File: config.mk
export PLATFORM = sky130hd
export DESIGN_NAME = ped_signal
export DESIGN_NICKNAME = d
export VERILOG_FILES = /design/src/rtl/ped_signal.sv
export SDC_FILE = /design/constraint.sdc
export NUM_CORES = 1
export LEC_CHECK = 0
export ABC_AREA = 0
export CAP_MARGIN = 30
export CORE_ASPECT_RATIO = 1.25
export CORE_MARGIN = 5
export CORE_UTILIZATION = 30
export DETAILED_ROUTE_END_ITERATION = 16
export PLACE_DENSITY = 0.51
export SLEW_MARGIN = 10
export SYNTH_ARGS = -nofsm -noshare
export SYNTH_HDL_FRONTEND = slang
export SYNTH_SLANG_ARGS = --single-unit
File: constraint.sdc
create_clock -name clk -period 2.2 [get_ports clk]
set_clock_uncertainty 0.1 [all_clocks]
set_input_delay 0.22 -clock clk [delete_from_list [all_inputs] [get_ports clk]]
set_output_delay 0.22 -clock clk [all_outputs]
set_load 0.02 [all_outputs]
File: src/rtl/ped_signal.sv
// ped_signal: pedestrian crossing stage driven by traffic-light lamps and a push-button.
module ped_signal #(
    parameter int WALK_CYCLES  = 4,
    parameter int CLEAR_CYCLES = 3,
    parameter int CW           = 4
) (
    input  logic          clk,
    input  logic          rst,
    input  logic          r,
    input  logic          a,
    input  logic          g,
    input  logic          button,
    output logic          walk,
    output logic          dont_walk,
    output logic          wait_lamp,
    output logic [CW-1:0] countdown,
    output logic          fault
);
    localparam int CLW = $clog2(CLEAR_CYCLES + 1);
    localparam logic [CW-1:0] WALK_LOAD = CW'(WALK_CYCLES);
    localparam logic [CLW-1:0] CLEAR_LOAD = CLW'(CLEAR_CYCLES);

    typedef enum logic [1:0] {IDLE, WAIT, WALK, CLEAR} state_t;

    state_t state, n_state;
    logic pending, n_pending, n_fault, pend_c;
    logic [CW-1:0] n_countdown;
    logic [CLW-1:0] clr_cnt, n_clr_cnt;
    logic red, legal;

    assign red = {r, a, g} == 3'b100;
    assign legal = red || {r, a, g} == 3'b110 || {r, a, g} == 3'b001 || {r, a, g} == 3'b010;
    assign pend_c = pending | button;

    always_comb begin
        n_state = state;
        n_pending = pending;
        n_countdown = countdown;
        n_clr_cnt = clr_cnt;
        n_fault = fault;
        if (!legal) begin
            n_fault = 1'b1;
            n_state = IDLE;
            n_pending = 1'b0;
            n_countdown = '0;
        end else if (!fault) begin
            unique case (state)
                IDLE: begin
                    n_state = button ? WAIT : IDLE;
                    n_pending = button;
                end
                WAIT: if (red) begin
                    n_state = WALK;
                    n_countdown = WALK_LOAD;
                    n_pending = 1'b0;
                end
                WALK: begin
                    n_state = !red ? IDLE : countdown == CW'(1) ? CLEAR : WALK;
                    n_countdown = (!red || countdown == CW'(1)) ? '0 : countdown - CW'(1);
                    n_clr_cnt = CLEAR_LOAD;
                end
                CLEAR: begin
                    // a request made during CLEAR is honoured on the way out
                    n_pending = pend_c;
                    n_state = (!red || clr_cnt == CLW'(1)) ? (pend_c ? WAIT : IDLE) : CLEAR;
                    n_clr_cnt = clr_cnt - CLW'(1);
                end
                default: n_state = IDLE;
            endcase
        end
    end

    always_ff @(posedge clk) begin
        if (rst) begin
            state <= IDLE;
            pending <= 1'b0;
            countdown <= '0;
            clr_cnt <= '0;
            fault <= 1'b0;
            walk <= 1'b0;
            dont_walk <= 1'b1;
            wait_lamp <= 1'b0;
        end else begin
            state <= n_state;
            pending <= n_pending;
            countdown <= n_countdown;
            clr_cnt <= n_clr_cnt;
            fault <= n_fault;
            walk <= n_state == WALK;
            wait_lamp <= n_state == WAIT;
            dont_walk <= n_state == CLEAR ? (state == CLEAR && !dont_walk) : n_state != WALK;
        end
    end
endmodule

==> metrics.md <==
| Metric | Value |
|---|---|
| Initial antenna violation count | `0` |
| Post-synth top cells | `dfxtp_1, nor2_1, inv_1` |
| I/O Buffers | `13` |
| Crit Path Max Fanout | `5` |
| Drc violations | `0` |
| Synthesis Warnings | `0` |
| Number of distinct library cells after synthesis | `33` |
| EDFF count, synth | `0` |
| Setup crit start kind | `flip-flop` |
| Slowest-stage cell, CP | `dfxtp_1` |
| Post-synth ARST share | `0` |
| Worst ir drop on vdd | `0.218 mV` |
| DRT antenna net count | `0` |
| Register area | `260 µm²` |
| Slew Limit Fails | `0` |
| Cell taking the most area after synthesis | `dfxtp_1` |
| N_diodes | `0` |
| Sequential fraction of the synthesis area | `0.335` |
| Crit path time final | `1.82 ns` |
| Synth Register Bits | `13` |
| Post-detailed-placement half-perimeter wirelength | `1370 µm` |
| Setup violators final | `0` |
| F_max | `0.549 GHz` |
| DP Worst Slack | `0.222 ns` |
| Reg2reg setup slack | `0.38 ns` |
| Combinational power share | `0.176` |
| Worst Path Arrival | `1.89 ns` |
| Vias in the first global route | `677` |
| Outcome | `finished clean` |
| Slew headroom | `0.671` |
| Largest cells by area after synthesis | `dfxtp_1, ha_1, nor2_1` |
| Worst EP required | `2.27 ns` |
| Switching Power | `134 µW` |
| Worst reg2reg path depth | `5` |
| Finished Layout Cells | `136` |
| Crit. End Element | `flip-flop` |
| Area of the mapped netlist | `777 µm²` |
| H-tree level count | `1` |
| Total number of vias | `676` |
| CTS tree | `yes` |
| PD cells | `504 mW/mm²` |
| Ports | `14` |
| Worst Hold Depth | `1` |
| Actual slew at the worst max-slew pin | `0.492 ns` |
| HP Class | `reg2reg` |
| Cell with the most instances after synthesis | `dfxtp_1` |
| Switching Fraction | `0.276` |
| Top_reg_cell synth | `dfxtp_1` |
| RSZ-0062 raised after global routing | `no` |
| Hold Vio Cnt, Final | `0` |
| Die height | `66.9 µm` |
| Layout cells sized above 1 | `0.0874` |
| LEAKAGE | `0.344 nW` |
| Max Cap Viol | `0` |
| Pin count of the biggest net entering global routing | `10` |
| Placed cell count | `132` |
| All-Layer GR Usage | `0.106` |
| Clock tree root buffer cell | `clkbuf_4` |
| Postcts setup bufs | `0` |
| Cts bufs inserted | `3` |
| GPL Wtd Cong | `0.790` |
| Syn-to-layout area delta | `24.0%` |
| DR vias/cell | `4.97` |
| Area of the multi-input gates | `468 µm²` |
| Sequential power share | `0.517` |
| Clock power share | `0.307` |
| Hold slack | `0.393 ns` |
| Setup WS post-layout | `0.379 ns` |
| Die width | `55.5 µm` |
| Initial Util | `0.317` |
| CP Class | `reg2reg` |
| Grt ovf | `0` |
| Worst-path clk slew | `0.08 ns` |
| Clock sink count | `13` |
| Hold Buf Count CTS | `0` |
| Nets@finish | `117` |
| Drt initial violations | `2` |
| Die Area | `0.00371 mm²` |
| Synth top area share | `0.335` |
| Synth Instances | `87` |
| Final Cycle Share | `0.828` |
| CORE AREA | `0.00245 mm²` |
| CTS Buffer Depth | `2` |
| CTS-repair resized insts | `0` |
| Drt wl/cell | `12.6 µm` |
| Layout fillers | `277` |
| Largest stage delay on the critical path | `0.43 ns` |
| Worst path cell trace | `ha_1, nor3b_1, a211oi_1, o211a_1, and2_1` |
| First-pass GRT wire length | `3030 µm` |
| Syn avg cell area | `8.93 µm²` |
| Cell Int Power | `351 µW` |
| Post-Route WL | `1710 µm` |
| Syn nets | `100` |
| Pre-antenna DRT Iters | `3` |
| Worst skew pair latency | `0.27 ns` |
| Row cnt | `20` |
| TNS Setup | `0 ns` |
-- layer usage --
metal | GRT usage | vias to the layer above | wire length (µm)
met2 | 0.170 | 9 | 789
met1 | 0.123 | 312 | 819
li1 | - | 351 | -
met5 | 0 | - | 0
met4 | 0.0912 | 0 | 63
met3 | 0.0174 | 4 | 39
-- power by group through the flow --
| stage | registers, mW | logic, mW | clock network [mW] |
|---|---|---|---|
| final | 0.251 | 0.0855 | 0.149 |
| after global routing | 0.253 | 0.0941 | 0.170 |
| after CTS | 0.251 | 0.0862 | 0.158 |
| after detailed placement | 0.257 | 0.0857 | 0 |
| after global placement | 0.257 | 0.0851 | 0 |
| after floorplan | 0.259 | 0.0519 | 0 |
-- path summary, 6_finish.rpt --
kind | from | endpoint
min | clr_cnt[0] | clr_cnt[0]
min reg2reg | clr_cnt[0] | clr_cnt[0]
max reg2reg | countdown[0] | walk
max | countdown[0] | walk
-- critical path, delay by kind of cell, from the launching register on --
family,cells,cell delay [ns]
compound gates,2,0.44
fa+ha+maj,1,0.17
simple gates,2,0.59
flops,1,0.43
-- state kept, by name, indices dropped and copies added (netlist names) --
name	count
dont_walk	1
fault	1
wait_lamp	1
walk	1
clr_cnt	2
countdown	4
state	2
pending	1
-- layout by cell type, fill, tap and decap left out, types with 3 or more instances in the layout --
master / n
o21ai_0: 3
inv_1: 10
nor3_1: 5
nor2_1: 11
clkbuf_4: 3
dfxtp_1: 13
clkdlybuf4s50_1: 13
ha_1: 7
-- through the flow --
stage	instance area, µm²	total power, mW	utilization
finish	963	0.485	0.393
global route	963	0.517	0.393
CTS	963	0.495	0.393
detailed placement	937	0.343	0.382
global placement	937	0.342	0.382
floorplan	777	0.311	-
-- final cells by class --
type | instances | area share
Sequential cell | 13 | 0.270
Inverter | 10 | 0.0390
Timing Repair Buffer | 13 | 0.135
Multi-Input combinational cell | 63 | 0.486
Clock buffer | 4 | 0.0273
Tap cell | 33 | 0.0429
-- logic make-up (layout without fill, tap and decap cells) --
group,count (synthesis),after routing,share of synthesized area
XOR/XNOR,2,2,0.0225
adder cells (fa/ha/maj),7,7,0.113
flip-flops,13,13,0.335
AO/OA/AOI/OAI,24,24,0.242
buffers and inverters,11,27,0.0628
AND/OR/NAND/NOR,30,30,0.225
No activity file was read; power rests on OpenSTA's default activity.
